$ cat config.mk
export PLATFORM = sky130hd
export DESIGN_NAME = ad_phase_buffer
export DESIGN_NICKNAME = d
export VERILOG_FILES = /design/src/rtl/ad_phase_buffer.sv
export SDC_FILE = /design/constraint.sdc
export NUM_CORES = 1
export LEC_CHECK = 0
export CORE_MARGIN = 1
export CORE_UTILIZATION = 57
export CTS_CLUSTER_DIAMETER = 150
export CTS_CLUSTER_SIZE = 20
export DETAILED_ROUTE_END_ITERATION = 10
export GPL_TIMING_DRIVEN = 1
export PLACE_DENSITY = 0.81
export SYNTH_ARGS = -nofsm -noshare
export SYNTH_HDL_FRONTEND = slang
export SYNTH_SLANG_ARGS = --single-unit
$ cat constraint.sdc
create_clock -name CLK -period 2.4 [get_ports CLK]
set_input_delay 0.36 -clock CLK [delete_from_list [all_inputs] [get_ports CLK]]
set_output_delay 0.36 -clock CLK [all_outputs]
set_load 0.01 [all_outputs]
$ cat src/rtl/ad_phase_buffer.sv
// PCI target address/data buffer: address-phase decode, burst address counter,
// write FIFO toward memory, registered read return. Define AD_IO_CMD_EN to also claim I/O cycles.
//
// state    | meaning
// IDLE     | waiting for an address phase that hits the window
// WRITE    | accepting write data phases into the FIFO
// RTA      | read turnaround; waits for FIFO drain, then issues first MEM_RD
// RDATA    | read data presented on AD_OUT with TRDY_N low
// RFETCH   | fetching the next burst word, AD_OUT held
module ad_phase_buffer #(
  parameter int                  AD_WIDTH  = 32,
  parameter int                  DEPTH     = 4,
  parameter int                  ADDR_STEP = 4,
  parameter logic [AD_WIDTH-1:0] BASE_ADDR = 32'h0000_1000,
  parameter logic [AD_WIDTH-1:0] ADDR_MASK = 32'hFFFF_F000
) (
  input  logic                CLK,
  input  logic                RST_N,
  input  logic                FRAME_N,
  input  logic                IRDY_N,
  input  logic [3:0]          CBE_N,
  input  logic [AD_WIDTH-1:0] AD_IN,
  output logic [AD_WIDTH-1:0] AD_OUT,
  output logic                AD_OE,
  output logic                DEVSEL_N,
  output logic                TRDY_N,
  output logic [AD_WIDTH-1:0] MEM_ADDR,
  output logic [AD_WIDTH-1:0] MEM_WDATA,
  output logic [3:0]          MEM_BE,
  output logic                MEM_WE,
  input  logic                MEM_READY,
  output logic                MEM_RD,
  input  logic [AD_WIDTH-1:0] MEM_RDATA
);

  localparam int PTR_W = (DEPTH > 1) ? $clog2(DEPTH) : 1;
  localparam int CNT_W = PTR_W + 1;
  localparam logic [AD_WIDTH-1:0] STEP = AD_WIDTH'(ADDR_STEP);
  localparam logic [CNT_W-1:0]    FULL_CNT = CNT_W'(DEPTH);

  localparam logic [3:0] CMD_MEM_RD = 4'b0110;
  localparam logic [3:0] CMD_MEM_WR = 4'b0111;
`ifdef AD_IO_CMD_EN
  localparam logic [3:0] CMD_IO_RD  = 4'b0010;
  localparam logic [3:0] CMD_IO_WR  = 4'b0011;
`endif

  typedef enum logic [2:0] {
    S_IDLE,
    S_WRITE,
    S_RTA,
    S_RDATA,
    S_RFETCH
  } state_t;

  state_t              state_q, state_d;
  logic [AD_WIDTH-1:0] addr_q, addr_d;
  logic                io_q, io_d;
  logic [AD_WIDTH-1:0] rdata_q, rdata_d;
  logic                rd_pend_q, rd_pend_d;

  logic [AD_WIDTH-1:0] fifo_addr_q [DEPTH];
  logic [AD_WIDTH-1:0] fifo_addr_d [DEPTH];
  logic [AD_WIDTH-1:0] fifo_data_q [DEPTH];
  logic [AD_WIDTH-1:0] fifo_data_d [DEPTH];
  logic [3:0]          fifo_be_q   [DEPTH];
  logic [3:0]          fifo_be_d   [DEPTH];
  logic [PTR_W-1:0]    wr_ptr_q, wr_ptr_d;
  logic [PTR_W-1:0]    rd_ptr_q, rd_ptr_d;
  logic [CNT_W-1:0]    count_q, count_d;

  logic fifo_empty;
  logic fifo_full;
  logic push;
  logic pop;
  logic trdy_n;
  logic ad_oe;
  logic mem_rd;
  logic addr_hit;

  assign fifo_empty = (count_q == '0);
  assign fifo_full  = (count_q == FULL_CNT);
  assign addr_hit   = ((AD_IN & ADDR_MASK) == BASE_ADDR);

  always_comb begin
    state_d = state_q;
    addr_d  = addr_q;
    io_d    = io_q;
    trdy_n  = 1'b1;
    ad_oe   = 1'b0;
    mem_rd  = 1'b0;
    push    = 1'b0;
    case (state_q)
      S_IDLE: begin
        if (!FRAME_N && addr_hit) begin
          case (CBE_N)
            CMD_MEM_WR: begin
              state_d = S_WRITE;
              addr_d  = AD_IN;
              io_d    = 1'b0;
            end
            CMD_MEM_RD: begin
              state_d = S_RTA;
              addr_d  = AD_IN;
              io_d    = 1'b0;
            end
`ifdef AD_IO_CMD_EN
            CMD_IO_WR: begin
              state_d = S_WRITE;
              addr_d  = AD_IN;
              io_d    = 1'b1;
            end
            CMD_IO_RD: begin
              state_d = S_RTA;
              addr_d  = AD_IN;
              io_d    = 1'b1;
            end
`endif
            default: ;
          endcase
        end
      end
      S_WRITE: begin
        trdy_n = fifo_full;
        if (!IRDY_N && !fifo_full) begin
          push = 1'b1;
          if (!io_q) addr_d = addr_q + STEP;
          if (FRAME_N) state_d = S_IDLE;
        end
      end
      S_RTA: begin
        // Reads wait for queued writes so they observe post-write memory.
        if (fifo_empty) begin
          mem_rd  = 1'b1;
          state_d = S_RDATA;
        end
      end
      S_RDATA: begin
        ad_oe  = 1'b1;
        trdy_n = 1'b0;
        if (!IRDY_N) begin
          if (!io_q) addr_d = addr_q + STEP;
          state_d = FRAME_N ? S_IDLE : S_RFETCH;
        end
      end
      S_RFETCH: begin
        ad_oe   = 1'b1;
        mem_rd  = 1'b1;
        state_d = S_RDATA;
      end
      default: state_d = S_IDLE;
    endcase
  end

  assign pop = !fifo_empty && MEM_READY;

  always_comb begin
    fifo_addr_d = fifo_addr_q;
    fifo_data_d = fifo_data_q;
    fifo_be_d   = fifo_be_q;
    wr_ptr_d    = wr_ptr_q;
    rd_ptr_d    = rd_ptr_q;
    count_d     = count_q;
    if (push) begin
      fifo_addr_d[wr_ptr_q] = addr_q;
      fifo_data_d[wr_ptr_q] = AD_IN;
      fifo_be_d[wr_ptr_q]   = ~CBE_N;
      wr_ptr_d              = wr_ptr_q + PTR_W'(1);
    end
    if (pop) rd_ptr_d = rd_ptr_q + PTR_W'(1);
    case ({push, pop})
      2'b10:   count_d = count_q + CNT_W'(1);
      2'b01:   count_d = count_q - CNT_W'(1);
      default: count_d = count_q;
    endcase
  end

  // First cycle after a fetch passes MEM_RDATA through; later cycles replay the capture.
  always_comb begin
    rd_pend_d = mem_rd;
    rdata_d   = rd_pend_q ? MEM_RDATA : rdata_q;
  end

  always_comb begin
    AD_OUT    = rdata_d;
    AD_OE     = ad_oe;
    DEVSEL_N  = (state_q == S_IDLE);
    TRDY_N    = trdy_n;
    MEM_RD    = mem_rd;
    MEM_WE    = !fifo_empty;
    MEM_ADDR  = '0;
    MEM_WDATA = '0;
    MEM_BE    = '0;
    if (!fifo_empty) begin
      MEM_ADDR  = fifo_addr_q[rd_ptr_q];
      MEM_WDATA = fifo_data_q[rd_ptr_q];
      MEM_BE    = fifo_be_q[rd_ptr_q];
    end else if (mem_rd) begin
      MEM_ADDR  = addr_q;
    end
  end

  always_ff @(posedge CLK or negedge RST_N) begin
    if (!RST_N) begin
      state_q   <= S_IDLE;
      addr_q    <= '0;
      io_q      <= 1'b0;
      rdata_q   <= '0;
      rd_pend_q <= 1'b0;
      wr_ptr_q  <= '0;
      rd_ptr_q  <= '0;
      count_q   <= '0;
      for (int i = 0; i < DEPTH; i++) begin
        fifo_addr_q[i] <= '0;
        fifo_data_q[i] <= '0;
        fifo_be_q[i]   <= '0;
      end
    end else begin
      state_q     <= state_d;
      addr_q      <= addr_d;
      io_q        <= io_d;
      rdata_q     <= rdata_d;
      rd_pend_q   <= rd_pend_d;
      wr_ptr_q    <= wr_ptr_d;
      rd_ptr_q    <= rd_ptr_d;
      count_q     <= count_d;
      fifo_addr_q <= fifo_addr_d;
      fifo_data_q <= fifo_data_d;
      fifo_be_q   <= fifo_be_d;
    end
  end

endmodule

==> qor.json <==
{
  "post-place-cells": 1694,
  "dpl_cell_area_mm2": 0.0187,
  "finalCriticalPeriod_ps": 2670,
  "dieArea_mm2": 0.0287,
  "worst_clock_skew_ps": 19.8,
  "worst_pin_slew_ps": 541,
  "placementRows": 60,
  "crit_path_end_kind": "output pin",
  "fin_ws_ps": -268,
  "syn-cell-area_mm2": 0.0160,
  "htreeDepth": 1,
  "cts-root-buf": "clkbuf_16",
  "hold_class": "input pin to async pin",
  "nNetsFinal": 1463,
  "max-cap-violations": 0,
  "chipWidth_um": 170,
  "synthDominantAreaCellType": "dfrtp_1",
  "drt-total-wl_mm": 40.9,
  "cts.path.max_buffers": 3,
  "routed-via-count": 11000,
  "cts_made_buffers": 21,
  "first_global_vias": 11500,
  "worstSkewPairLatency_ps": 520,
  "drc": 0,
  "avgViaCountPerCell": 6.25,
  "worst-path-max-fanout": 4,
  "status": "finished with violations",
  "synth_edf_count": 0,
  "violations": "negative setup slack",
  "syn_nets": 1239,
  "pin_count": 178,
  "grt_overall_usage_pct": 28.9,
  "finalSetupViolations": 70,
  "critical_path_class": "flip-flop to output pin",
  "hold_viol_final": 0,
  "dieHeight_um": 170,
  "slew_violations": 0,
  "stdcell_area_mm2": 0.0199,
  "synth.cells.most_frequent": "347 x dfrtp_1, 279 x mux2_2, 68 x mux4_2, 57 x clkbuf_1, 57 x nand2_1",
  "required_ps": 2040,
  "synth_top_cells_by_area": "dfrtp_1 54%, mux2_2 20%, mux4_2 9.6%",
  "fin_cells": 1755,
  "core_footprint_mm2": 0.0273,
  "place_congestion": 0.861,
  "grt_start_max_net_pins": 86,
  "drive_gt1_share_pct": 43.8,
  "post_synth_num_cell_types": 50,
  "synth.most_common_cell": "dfrtp_1",
  "diodes": 0,
  "ant_nets": 0,
  "synth_warnings": 0,
  "post-dp-hpwl_mm": 24.8,
  "synth_async_sr_flop_share_pct": 100,
  "timing.slew.headroom_pct": 63.6,
  "post-synth-top-area-fraction_pct": 54.3,
  "drt-pass1-iter-count": 5,
  "syn-instance-count": 1159,
  "wl_per_cell_um": 23.3,
  "period_share_pct": 111,
  "synth.ff_latch_count": 347,
  "syn_area_per_cell_um2": 13.8,
  "grt_antenna_before_repair": 0,
  "power.density_cell_area_mw_per_mm2": 1400,
  "clock-sinks": 347,
  "peakVddDrop_uv": 948,
  "residual_overflow_from_global_routing": 0,
  "ys_seq_area_share_pct": 54.3,
  "initial_core_util_pct": 58.7,
  "achievable-frequency_ghz": 0.375,
  "dr.first_iter.drc_count": 823,
  "rsz0062_at_grt": "true",
  "cp-start-kind": "flip-flop",
  "grt_pass1_wl_mm": 64.0,
  "worstPathArrival_ps": 2310,
  "clk_pin_slew_worst_paths_ps": 90,
  "cts_tree": "yes",
  "leakagePower_nw": 8.89,
  "io_buffers": 177,
  "ys_dominant_reg_cell": "dfrtp_1",
  "area_growth_pct": 24.3
}
-- final cells by class --
| class | count | area [um2] |
|---|---|---|
| multi-input combinational | 705 | 7040 |
| clock buffer | 22 | 529 |
| inverter | 10 | 37.5 |
| fill | 1700 | 7350 |
| clock inverter | 1 | 16.3 |
| tap | 372 | 465 |
| sequential | 347 | 8690 |
| timing repair buffer | 298 | 3120 |
-- layout by cell type (no fill, tap or decap), types with 3 or more instances in the layout --
master / count
nor2_1: 18
nand3_1: 10
nand2b_1: 5
clkdlybuf4s50_1: 104
buf_12: 26
clkbuf_16: 22
a21oi_1: 18
and2_4: 25
buf_6: 47
o21ai_0: 42
nand4_1: 7
nor4_1: 6
buf_2: 37
buf_4: 66
xnor2_1: 4
and3_1: 4
nor3_1: 9
a31oi_1: 30
ha_1: 6
mux2_2: 279
o31ai_1: 7
a41o_1: 4
buf_8: 3
o22ai_1: 10
nand2_1: 53
dfrtp_1: 344
a22o_1: 31
a21o_1: 6
inv_1: 10
xor2_1: 3
and2_1: 16
nand2_4: 4
a2bb2oi_1: 7
buf_16: 8
mux4_2: 68
-- metrics by stage --
step	utilization [%]	power, mW	hold WS, ps	worst slack, ps	setup TNS (ps)
after floorplan	-	17.4	64.4	185	0
after global placement	68.8	22.5	325	-214	-2660
after detailed placement	68.8	23.0	322	-182	-6340
after CTS	72.5	27.4	376	-233	-9820
after global routing	73.0	29.2	392	-314	-12760
final	73.0	27.8	347	-268	-9140
-- registers in the layout, indices dropped and copies added (netlist names) --
signal	flops
state_q	3
fifo_data_q	128
addr_q	32
rdata_q	32
fifo_be_q	16
rd_pend_q	1
count_q	3
rd_ptr_q	2
wr_ptr_q	2
fifo_addr_q	128
-- power breakdown --
group	switching, mW	leakage, nW	total [mW]	internal (mW)
sequential	1.50	4.28	9.87	8.37
combinational	6.08	4.35	14.4	8.34
clock	1.88	0.267	3.46	1.58
-- worst max-delay path, stage by stage, from the launching register on --
cell	delay [ps]
dfrtp_1	380
or3_4	420
or3b_2	530
a21oi_4	180
clkdlybuf4s15_2	260
-- worst paths after layout --
| check | start | to | slack (ps) | cells past startpoint |
|---|---|---|---|---|
| worst max-delay path | count_q[2]$_DFFE_PN0P_ | MEM_RD | -270 | 4 |
| worst min-delay path | RST_N | fifo_data_q[28]$_DFFE_PN0P_ | 350 | 2 |
| worst max register to register | count_q[2]$_DFFE_PN0P_ | count_q[2]$_DFFE_PN0P_ | 20 | 9 |
| worst min register to register | fifo_be_q[7]$_DFFE_PN0P_ | fifo_be_q[7]$_DFFE_PN0P_ | 480 | 2 |
| max in group asynchronous | RST_N | fifo_addr_q[81]$_DFFE_PN0P_ | 1180 | 3 |
| min in group CLK | MEM_RDATA[10] | rdata_q[10]$_DFF_PN0_ | 470 | 2 |
-- layer usage --
| layer | wire (um) | GRT usage [%] | vias to the layer above |
|---|---|---|---|
| met3 | 2670 | 5.22 | 94 |
| met5 | 0 | 0 | - |
| met1 | 16500 | 37.7 | 5709 |
| met4 | 1780 | 11.4 | 0 |
| met2 | 20000 | 48.4 | 444 |
| li1 | - | - | 4728 |
-- cell families after synthesis --
| group | share of synthesized area [%] |
|---|---|
| buffers and inverters | 2.72 |
| DFF | 54.3 |
| and+or+nand+nor | 5.61 |
| xor gates and xnor gates | 0.383 |
| AOI/OAI and AO/OA | 7.15 |
| muxes | 29.3 |
| adders and majority gates | 0.594 |
-- repair_timing --
action	4_1_cts	5_1_grt
resized for setup	357	34
endpoints found under the setup margin	106	132
gates cloned	9	1
pin swaps	8	7
setup buffers	26	8
endpoints found under the hold margin	51	0
hold buffers	1	0
(Power assumes the default switching activity.)
